File: config.mk
export PLATFORM = sky130hd
export DESIGN_NAME = rpn_ctrl
export DESIGN_NICKNAME = d
export VERILOG_FILES = /design/src/rtl/rpn_pkg.sv /design/src/rtl/key_edge.sv /design/src/rtl/rpn_ctrl.sv
export SDC_FILE = /design/constraint.sdc
export NUM_CORES = 1
export LEC_CHECK = 0
export ABC_AREA = 1
export CORE_MARGIN = 10
export CORE_UTILIZATION = 56
export DETAILED_ROUTE_END_ITERATION = 12
export DONT_BUFFER_PORTS = 1
export PLACE_DENSITY = 0.74
export SYNTH_ARGS = -nofsm -noshare
export SYNTH_HDL_FRONTEND = slang
export SYNTH_HIERARCHICAL = 1
export SYNTH_SLANG_ARGS = --single-unit
File: constraint.sdc
create_clock -name clk -period 1.91 [get_ports clk]
set_clock_uncertainty 0.1 [all_clocks]
set_input_delay 0.2865 -clock clk [delete_from_list [all_inputs] [get_ports clk]]
set_output_delay 0.2865 -clock clk [all_outputs]
set_load 0.1 [all_outputs]
File: src/rtl/rpn_pkg.sv
// rpn_pkg: shared types and constants for the RPN calculator controller.
// FSM state and command encodings, ALU function codes, and the front-panel
// command decoder used by rpn_ctrl.
package rpn_pkg;

    localparam int KEY_W = 4;

    typedef enum logic [2:0] {
        IDLE,
        PUSH,
        POP,
        CLR,
        READ,
        WRITE
    } state_e;

    typedef enum logic [2:0] {
        CMD_NONE,
        CMD_PUSH,
        CMD_POP,
        CMD_CLR,
        CMD_BIN
    } cmd_e;

    localparam logic [1:0] ALU_ADD = 2'b00;
    localparam logic [1:0] ALU_SUB = 2'b01;
    localparam logic [1:0] ALU_AND = 2'b10;
    localparam logic [1:0] ALU_OR  = 2'b11;

    // KEY0 outranks KEY1 when both fire in the same cycle; KEY2/KEY3 carry no command.
    function automatic cmd_e decode_cmd(input logic [1:0] mode, input logic [1:0] press);
        cmd_e cmd;
        cmd = CMD_NONE;
        if (press[0]) begin
            unique case (mode)
                2'b00:        cmd = CMD_PUSH;
                2'b01, 2'b10: cmd = CMD_BIN;
                default:      cmd = CMD_NONE;
            endcase
        end else if (press[1]) begin
            unique case (mode)
                2'b00:        cmd = CMD_POP;
                2'b01, 2'b10: cmd = CMD_BIN;
                default:      cmd = CMD_CLR;
            endcase
        end
        return cmd;
    endfunction

    // ALU function for a binary op: mode 01 selects ADD/SUB, mode 10 selects AND/OR,
    // KEY0 picks the first of the pair.
    function automatic logic [1:0] bin_op(input logic [1:0] mode, input logic [1:0] press);
        logic [1:0] op;
        if (mode == 2'b01) op = press[0] ? ALU_ADD : ALU_SUB;
        else               op = press[0] ? ALU_AND : ALU_OR;
        return op;
    endfunction

endpackage

File: src/rtl/key_edge.sv
// key_edge: falling-edge press detector for the active-low front-panel keys.
// Macro RPN_CTRL_SYNC_EN inserts a two-flop synchronizer ahead of the detector.
// Detection stays disarmed for the first edges after reset so that a key held
// down through reset release never produces a press.
module key_edge
    import rpn_pkg::*;
(
    input  logic             clk,
    input  logic             rst,
    input  logic [KEY_W-1:0] key,
    output logic [KEY_W-1:0] press
);

    logic [KEY_W-1:0] key_s;
    logic [KEY_W-1:0] hist;
    logic [1:0]       arm_cnt;
    logic             armed;

`ifdef RPN_CTRL_SYNC_EN
    localparam logic [1:0] ARM_CYC = 2'd3;

    logic [KEY_W-1:0] sync1;
    logic [KEY_W-1:0] sync2;

    // Two-flop synchronizer; idles at "released" out of reset.
    always_ff @(posedge clk) begin
        if (!rst) begin
            sync1 <= '1;
            sync2 <= '1;
        end else begin
            sync1 <= key;
            sync2 <= sync1;
        end
    end

    assign key_s = sync2;
`else
    localparam logic [1:0] ARM_CYC = 2'd1;

    assign key_s = key;
`endif

    // Key history and arming counter; armed once the pipeline holds post-reset samples.
    // NOTE: reset is synchronous (sampled inside the clocked block), so rst is not in the sensitivity list.
    always_ff @(posedge clk) begin
        if (!rst) begin
            hist    <= '1;
            arm_cnt <= '0;
        end else begin
            hist <= key_s;
            if (!armed) arm_cnt <= arm_cnt + 2'd1;
        end
    end

    assign armed = (arm_cnt == ARM_CYC);
    assign press = armed ? (hist & ~key_s) : '0;

endmodule

File: src/rtl/rpn_ctrl.sv
// rpn_ctrl: command sequencer for the RPN calculator stack register file and ALU.
// Decodes key presses into push/pop/clear/binary-op sequences, owns the stack
// pointer and flags rejected commands. Macro RPN_CTRL_SYNC_EN (see key_edge)
// adds a key synchronizer and two cycles of latency to every command.
module rpn_ctrl
    import rpn_pkg::*;
#(
    parameter int DATA_W  = 16,
    parameter int DEPTH_W = 3
) (
    input  logic               clk,
    input  logic               rst,
    input  logic [1:0]         mode,
    input  logic [KEY_W-1:0]   key,
    input  logic [DATA_W-1:0]  val,
    input  logic [DATA_W-1:0]  alu_y,
    output logic [1:0]         alu_op,
    output logic [DEPTH_W-1:0] rf_raddr1,
    output logic [DEPTH_W-1:0] rf_raddr2,
    output logic               rf_we,
    output logic [DEPTH_W-1:0] rf_waddr,
    output logic [DATA_W-1:0]  rf_wdata,
    output logic [7:0]         counter,
    output logic               top_vld,
    output logic               next_vld,
    output logic               busy,
    output logic               err
);

    localparam logic [DEPTH_W:0]   CAP   = {1'b1, {DEPTH_W{1'b0}}};
    localparam logic [DEPTH_W:0]   ONE   = {{DEPTH_W{1'b0}}, 1'b1};
    localparam logic [DEPTH_W-1:0] TWO_A = {{(DEPTH_W-2){1'b0}}, 2'b10};

    state_e              state, state_nxt;
    cmd_e                cmd;
    logic [KEY_W-1:0]    press;
    logic [DEPTH_W:0]    cnt, cnt_nxt;
    logic [DEPTH_W:0]    cnt_m1, cnt_p1;
    logic                cnt_lt2;
    logic                err_q, err_nxt;
    logic [DATA_W-1:0]   val_q, val_nxt;
    logic [1:0]          op_q, op_nxt;

    key_edge u_key_edge (
        .clk   (clk),
        .rst   (rst),
        .key   (key),
        .press (press)
    );

    assign cnt_m1  = cnt - ONE;
    assign cnt_p1  = cnt + ONE;
    assign cnt_lt2 = (cnt[DEPTH_W:1] == '0);

    assign rf_raddr1 = (cnt == '0) ? '0 : cnt_m1[DEPTH_W-1:0];
    assign rf_raddr2 = cnt_lt2     ? '0 : (cnt[DEPTH_W-1:0] - TWO_A);

    assign counter  = 8'(cnt);
    assign top_vld  = (cnt != '0);
    assign next_vld = !cnt_lt2;
    assign err      = err_q;
    assign alu_op   = op_q;

    // State register.
    // NOTE: sequential state uses non-blocking assignments so every flop samples pre-edge values.
    always_ff @(posedge clk) begin
        if (!rst) state <= IDLE;
        else      state <= state_nxt;
    end

    // Stack pointer, error flag and latched command operands.
    always_ff @(posedge clk) begin
        if (!rst) begin
            cnt   <= '0;
            err_q <= 1'b0;
            val_q <= '0;
            op_q  <= ALU_ADD;
        end else begin
            cnt   <= cnt_nxt;
            err_q <= err_nxt;
            val_q <= val_nxt;
            op_q  <= op_nxt;
        end
    end

    // Next-state, register-file strobes and command acceptance.
    // NOTE: every output of this block is given a default first, so no path infers a latch.
    always_comb begin
        state_nxt = state;
        cnt_nxt   = cnt;
        err_nxt   = err_q;
        val_nxt   = val_q;
        op_nxt    = op_q;
        busy      = 1'b1;
        rf_we     = 1'b0;
        rf_waddr  = '0;
        rf_wdata  = '0;
        cmd       = decode_cmd(mode, press[1:0]);

        unique case (state)
            IDLE: begin
                busy = 1'b0;
                if (|press) begin
                    unique case (cmd)
                        CMD_PUSH: begin
                            if (cnt == CAP) begin
                                err_nxt = 1'b1;
                            end else begin
                                err_nxt   = 1'b0;
                                val_nxt   = val;
                                state_nxt = PUSH;
                            end
                        end
                        CMD_POP: begin
                            if (cnt == '0) begin
                                err_nxt = 1'b1;
                            end else begin
                                err_nxt   = 1'b0;
                                state_nxt = POP;
                            end
                        end
                        CMD_CLR: begin
                            err_nxt   = 1'b0;
                            state_nxt = CLR;
                        end
                        CMD_BIN: begin
                            if (cnt_lt2) begin
                                err_nxt = 1'b1;
                            end else begin
                                err_nxt   = 1'b0;
                                op_nxt    = bin_op(mode, press[1:0]);
                                state_nxt = READ;
                            end
                        end
                        default: ;
                    endcase
                end
            end
            PUSH: begin
                rf_we     = 1'b1;
                rf_waddr  = cnt[DEPTH_W-1:0];
                rf_wdata  = val_q;
                cnt_nxt   = cnt_p1;
                state_nxt = IDLE;
            end
            POP: begin
                cnt_nxt   = cnt_m1;
                state_nxt = IDLE;
            end
            CLR: begin
                cnt_nxt   = '0;
                state_nxt = IDLE;
            end
            // Operands are addressed now; the register file returns them next cycle.
            READ: begin
                state_nxt = WRITE;
            end
            // Result replaces the second entry, and the stack shrinks by one.
            WRITE: begin
                rf_we     = 1'b1;
                rf_waddr  = rf_raddr2;
                rf_wdata  = alu_y;
                cnt_nxt   = cnt_m1;
                state_nxt = IDLE;
            end
            default: begin
                state_nxt = IDLE;
            end
        endcase
    end

endmodule
==> impl_results.md, run 1 <==
* Cts repair resizes at 61
* # rows at 20
* I/O Pins at 80
* Synth warn at 6
* Mapped cell area at around 0.0018 sq mm
* Dpl hpwl at 4.990 mm
* Die Span Y at 77.35 um
* Setup bufs post-CTS at 21
* Number of buffers inserted by hold repair at cts at 5
* Clock buffer depth at 2
* Post-Syn Instances at between 200 and 300
* Outcome: did not finish
* Chip width at 77.35 um
* RD Place Congestion at between 0.8 and 0.9
* Num CTS Buffers at 5
* Last stage: clock tree synthesis
* Root buf cell: clkbuf_4
* Log Error: [ERROR DPL-0038] Utilization greater than 100%, impossible to legalize
* Effective utilization at floorplan at 59.35%
* Port Buf Inserts at 0
* Post-Syn Area per Cell at between 6 and 7 sq um
* H-tree levels at 2
-- metrics by stage --
| step | std cells | setup slack [ns] | instance area [sq um] | setup TNS, ns | hold WS, ns |
|---|---|---|---|---|---|
| detailed placement | 347 | -0.2396 | 2815 | -2.108 | 0.2625 |
| global placement | 347 | 0.01361 | 2815 | 0 | 0.2581 |
| floorplan | 271 | -0.4758 | 2217 | -8.512 | 0.2552 |
==> run 2, diff against run 1 <==
CORE_UTILIZATION = 40   (was 56)
PLACE_DENSITY = default   (was 0.74)
PLACE_DENSITY_LB_ADDON = 0.15   (was default)
clock period = 2.5 ns   (was 1.91 ns; I/O delays follow)
==> impl_results.md, run 2 <==
* Outcome: completed (was did not finish)
* Mapped cell area at 0.001842 sq mm (unchanged)
* Die Area at approximately 0.0077 sq mm
* Req. time, crit path at 2.03 ns
* CTS tree: yes
* Worst hold endpoint: u_key_edge/hist[0]$_SDFF_PN1_
* Diodes inserted at 0
* Core Footprint at approximately 0.0044 sq mm
* Critical Path Max Stage Delay at 0.48 ns
* Synth warn at 6 (unchanged)
* Most common cell on crit path: nor2_2
* Nets@finish at 350
* Effective utilization at floorplan at 41.72% (was 59.35%)
* Multi-input gate area at 0.001230 sq mm
* Most frequent cells in the layout: nand2_1, inv_1, dfxtp_1, buf_12
* Worst Hold Class: primary input to flop
* Post-Syn Instances at 268 (unchanged)
* Initial DRC Count at 75
* # rows at 24 (was 20)
* Hold_sp: rst
* DRT antenna net count at 0
* # fillers at 382
* Share of layout cells above drive strength 1 at 34.32%
* RSZ-0062 raised after global routing: no
* Worst setup margin at 0.1410 ns
* Clock transition at path regs at ~0.060 ns
* First-pass GRT wire length at 7.969 mm
* Sink Count at 30
* GRT Util Overall at 12.78%
* Lkg Pwr at roughly 1.1 nW
* Number of global-route vias before repair at 1665
* Worst setup SP type: flop
* Sequential Area at 610.6 sq um
* Num CTS Buffers at 5 (unchanged)
* Largest registers: val_q (16), cnt (4), state (3)
* Slowest cell on the critical path: dfxtp_4
* Biggest register: val_q
* Residual DRC at 0
* Crit-path max FO at 9
* R2R cell count at 10
* Final hold violations at 0
* Tmin final at 2.359 ns
* Commonest non-fill, non-tap cell in the layout: nand2_1
* DP Cell Count at 346 (was 347)
* FMAX at 0.4239 GHz
* Root buf cell: clkbuf_8 (was clkbuf_4)
* Reg2Reg Setup Slack at ~0.34 ns
* Skew-Pair Late Insertion Delay at 0.28 ns
* Endpoints failing setup at 0
* Drt via density at between 5 and 6
* Total Wirelength at 5.178 mm
* MaxCap Viol Count at 0
* CP Capture Type: output port
* CP cell instances: nor2_2, inv_2, nor2_2, nor2_4, nand2_1, o21ai_4, buf_12
* I/O Pins at 80 (unchanged)
* Clock buffer depth at 2 (unchanged)
* Worst slew pin tran at approximately 0.55 ns
* Max FFs per register at 16
* Final Cycle Share at 94.36%
* CP Class: flop to output port
* RD Place Congestion at 0.8739 (was 0.8233)
* Slew Limit Fails at 0
* Worst EP arrival at 1.88 ns
* Chip width at 87.86 um (was 77.35 um)
* Worst Setup Slack post-DPL at 0.2522 ns (was -0.2396 ns)
* Area grow syn2layout at 47.89%
* 1st-pass router iterations at 4
* Finished Cell Area at 0.002724 sq mm
* H-tree levels at 2 (unchanged)
* Dpl hpwl at 3.996 mm (was 4.990 mm)
* Max-slew headroom at 63.58%
* Post-DP Area at 0.002613 sq mm (was 0.002815 sq mm)
* DR vias at 1785
* Cell area power density at around 1400 mW/mm^2
* Post-Syn Area per Cell at 6.872 sq um (unchanged)
* Port Buf Inserts at 0 (unchanged)
* Final Non-Filler Cells at 355
* Number of antenna violations at the first check in global routing at 0
* Setup_tns at 0 ns
* WHS Path Cells at 1
* Number of buffers inserted by hold repair at cts at 0 (was 5)
* VDD IR max at 0.0008699 V
* Drt wl/cell at between 10 and 15 um
* Die Span Y at 87.86 um (was 77.35 um)
* Largest net degree at the start of global routing at 33
* Worst r2r dst: val_q[1]$_SDFFE_PN0P_
* GR Overflow Total at 0
* R2R Path Start: u_key_edge/arm_cnt[0]$_SDFFE_PN0P_
## run 2: power by group
group	switching (mW)	internal [mW]
registers	0.122	0.594
clock network	0.171	0.221
logic	2.03	0.742
total	2.32	1.56
## run 2: how the worst max path moves through the flow
stage	endpoint	depth (start not counted)	startpoint	slack, ns
global placement	val_q[0]$_SDFFE_PN0P_	10	u_key_edge/arm_cnt[0]$_SDFFE_PN0P_	0.29
CTS	rf_waddr[1]	7	cnt[2]$_SDFFE_PN0P_	0.14
floorplan	rf_wdata[10]	4	state[0]$_SDFFE_PN0P_	-0.02
detailed placement	val_q[1]$_SDFFE_PN0P_	10	u_key_edge/arm_cnt[0]$_SDFFE_PN0P_	0.25
global route	rf_waddr[1]	7	cnt[2]$_SDFFE_PN0P_	0.05
finish	rf_waddr[1]	7	cnt[2]$_SDFFE_PN0P_	0.14
## run 2: metrics by stage
| step | power, mW | hold WS (ns) | utilization (%) |
|---|---|---|---|
| 2_1_floorplan | 2.846 | 0.3437 | - |
| 6_report | 3.874 | 0.07570 | 61.71 |
| 4_1_cts | 3.884 | 0.06407 | 61.25 |
| 3_3_place_gp | 3.459 | 0.3469 | 59.18 |
| 3_5_place_dp | 3.484 | 0.3518 | 59.18 |
| 5_1_grt | 4.075 | 0.07589 | 61.71 |
## run 2: metal layers
layer | vias up | track usage [%] | routed length [um]
met1 | 803 | 14.56 | 2060
met3 | 4 | 6.035 | 526
met5 | - | 0 | 0
met4 | 0 | 3.478 | 40
met2 | 61 | 20.97 | 2550
li1 | 917 | - | -
## run 2: area by class of cell
cell class              count  share of cell area, %
multi-input cells         184                  45.15
flip-flops and latches     30                  22.42
repair buffers             35                  20.21
inverters                  46                  6.477
clock buffers               7                  3.170
well taps                  52                  2.389
clock inverters             1                 0.1837
## run 2: critical path: cells and delay by family (launching register included)
kind	cells	cell delay (ns)
buf+inv	2	0.24
compound gates	1	0.07
flops	1	0.48
simple gates	4	0.80
## run 2: repair_timing
item	4_1_cts	5_1_grt
endpoints found under the setup margin	0	8
buffers inserted	0	0
gates resized for setup	0	1
No activity file was read; power rests on OpenSTA's default activity.
==> run 3, diff against run 2 <==
--- a/config.mk
+++ b/config.mk
@@ -12,4 +12,5 @@
 export DONT_BUFFER_PORTS = 1
 export PLACE_DENSITY_LB_ADDON = 0.15
+export SETUP_SLACK_MARGIN = 0.1
 export SYNTH_ARGS = -nofsm -noshare
 export SYNTH_HDL_FRONTEND = slang
--- a/constraint.sdc
+++ b/constraint.sdc
@@ -3,3 +3,3 @@
 set_input_delay 0.375 -clock clk [delete_from_list [all_inputs] [get_ports clk]]
 set_output_delay 0.375 -clock clk [all_outputs]
-set_load 0.1 [all_outputs]
+set_load 0.05 [all_outputs]
==> impl_results.md, run 3 (synthesis results as in run 2) <==
* Outcome: completed (unchanged)
* R2R Path Start: u_key_edge/arm_cnt[1]$_SDFFE_PN0P_ (was u_key_edge/arm_cnt[0]$_SDFFE_PN0P_)
* Worst setup SP type: flop (unchanged)
* Slew Limit Fails at 0 (unchanged)
* CP startpoint: cnt[1]$_SDFFE_PN0P_ (was cnt[2]$_SDFFE_PN0P_)
* Worst slew pin tran at 0.5370 ns (was 0.5457 ns)
* Largest net degree at the start of global routing at 33 (unchanged)
* Drt via density at 4.983 (was 5.028)
* Cts repair resizes at 0 (unchanged)
* Diodes inserted at 0 (unchanged)
* GRT Util Overall at 12.51% (was 12.78%)
* Initial DRC Count at 92 (was 75)
* VDD IR max at 0.0008172 V (was 0.0008699 V)
* Max-slew headroom at 64.15% (was 63.58%)
* Worst Hold Class: primary input to flop (unchanged)
* GR Overflow Total at 0 (unchanged)
* Lkg Pwr at 1.022 nW (was 1.111 nW)
* I/O Pins at 80 (unchanged)
* Setup bufs post-CTS at 0 (unchanged)
* Drt wl/cell at 14.21 um (was 14.59 um)
* Hold_ws at 0.07043 ns (was 0.07570 ns)
* Dpl hpwl at 3.763 mm (was 3.996 mm)
* Core Footprint at 0.004414 sq mm (unchanged)
* Number of global-route vias before repair at 1687 (was 1665)
* Die Area at 0.007719 sq mm (unchanged)
* Effective utilization at floorplan at 41.72% (unchanged)
* Endpoints failing setup at 0 (unchanged)
* Number of buffers inserted by hold repair at cts at 0 (unchanged)
* Share of layout cells above drive strength 1 at 28.67% (was 34.32%)
* Total Wirelength at 5.001 mm (was 5.178 mm)
* FMAX at 0.4480 GHz (was 0.4239 GHz)
* Area grow syn2layout at 25.95% (was 47.89%)
* MaxCap Viol Count at 0 (unchanged)
* H-tree levels at 2 (unchanged)
* Crit-path max FO at 5 (was 9)
* Req. time, crit path at 2.03 ns (about the same)
* Post-DP Area at 0.002221 sq mm (was 0.002613 sq mm)
* Residual DRC at 0 (unchanged)
* DR vias at 1754 (was 1785)
* Max FFs per register at 16 (unchanged)
* Number of antenna violations at the first check in global routing at 0 (unchanged)
* Port Buf Inserts at 0 (unchanged)
* RSZ-0062 raised after global routing: yes (was no)
* CP Class: flop to output port (unchanged)
* CP Capture Type: output port (unchanged)
* Tmin final at 2.232 ns (was 2.359 ns)
* Most frequent cells in the layout: nand2_1, inv_1, dfxtp_1, o21ai_1, buf_4 (was nand2_1, inv_1, dfxtp_1, buf_12)
* Final Cycle Share at 89.28% (was 94.36%)
* First-pass GRT wire length at 7.817 mm (was 7.969 mm)
* Sink Count at 30 (unchanged)
* Cell area power density at 1269 mW/mm^2 (was 1422 mW/mm^2)
* Skew-Pair Late Insertion Delay at 0.28 ns (about the same)
* Largest registers: val_q (16), cnt (4), state (3) (unchanged)
* Worst EP arrival at 1.76 ns (was 1.88 ns)
* 1st-pass router iterations at 4 (unchanged)
* Root buf cell: clkbuf_8 (unchanged)
* Commonest non-fill, non-tap cell in the layout: nand2_1 (unchanged)
* Chip width at 87.86 um (unchanged)
* DRT antenna net count at 0 (unchanged)
* Final hold violations at 0 (unchanged)
* Final Util at 52.55% (was 61.71%)
* RD Place Congestion at 0.7869 (was 0.8739)
* # rows at 24 (unchanged)
* CTS tree: yes (unchanged)
* Clock buffer depth at 2 (unchanged)
* Finished Cell Area at 0.002320 sq mm (was 0.002724 sq mm)
* Clock transition at path regs at 0.06 ns (about the same)
* Num CTS Buffers at 5 (unchanged)
* Nets@finish at 348 (was 350)
* Biggest register: val_q (unchanged)
* Die Span Y at 87.86 um (unchanged)
* Hold_sp: rst (unchanged)
==> run 3: cell types whose count changed in the layout (fill, tap and decap cells not counted), sizes merged <==
cell,before,now
buf,35,33
clkbuf,7,5
clkinv,1,2
clkinvlp,1,0
inv,45,46
==> run 3: critical path: stages, from the launching register on <==
cell,delay (ns)
dfxtp_1,0.34
inv_1,0.16
ha_1,0.20
inv_1,0.08
nor3_2,0.37
inv_1,0.14
buf_12,0.18
==> run 3: cell type report <==
class	count	area, sq um
clock inverters	2	10.01
repair buffers	33	322.8
flip-flops and latches	30	600.6
multi-input cells	184	1080
well taps	52	65.06
fillers	429	2095
clock buffers	5	68.82
inverters	46	172.7
==> run 3: routing by layer <==
metal | vias to the layer above | share of wire, % | track usage [%]
li1 | 911 | - | -
met1 | 781 | 41 | 13.83
met4 | 0 | 0.80 | 4.203
met2 | 57 | 48 | 20.11
met5 | - | 0 | 0
met3 | 5 | 11 | 6.685
==> run 3: final timing paths <==
path | slack [ns] | cells past startpoint | end
worst max-delay path | 0.27 | 6 | top_vld
worst min-delay path | 0.07 | 1 | u_key_edge/hist[0]$_SDFF_PN1_
worst min register to register | 0.36 | 2 | val_q[10]$_SDFFE_PN0P_
worst max register to register | 0.38 | 11 | val_q[1]$_SDFFE_PN0P_
==> run 3: stage by stage <==
step	setup slack, ns	instances	total power [mW]	TNS [ns]
after floorplan	-0.2695	271	1.999	-2.402
after global placement	0.2952	344	2.564	0
after detailed placement	0.2566	344	2.581	0
after CTS	0.2318	351	2.952	0
after global routing	0.08691	352	3.156	0
final	0.2680	352	2.943	0
==> run 3: power breakdown <==
part	switching, mW	total [mW]	internal (mW)	leakage, nW
registers	0.109	0.693	0.584	0.245
clock network	0.177	0.363	0.186	0.0438
logic	1.26	1.89	0.625	0.733
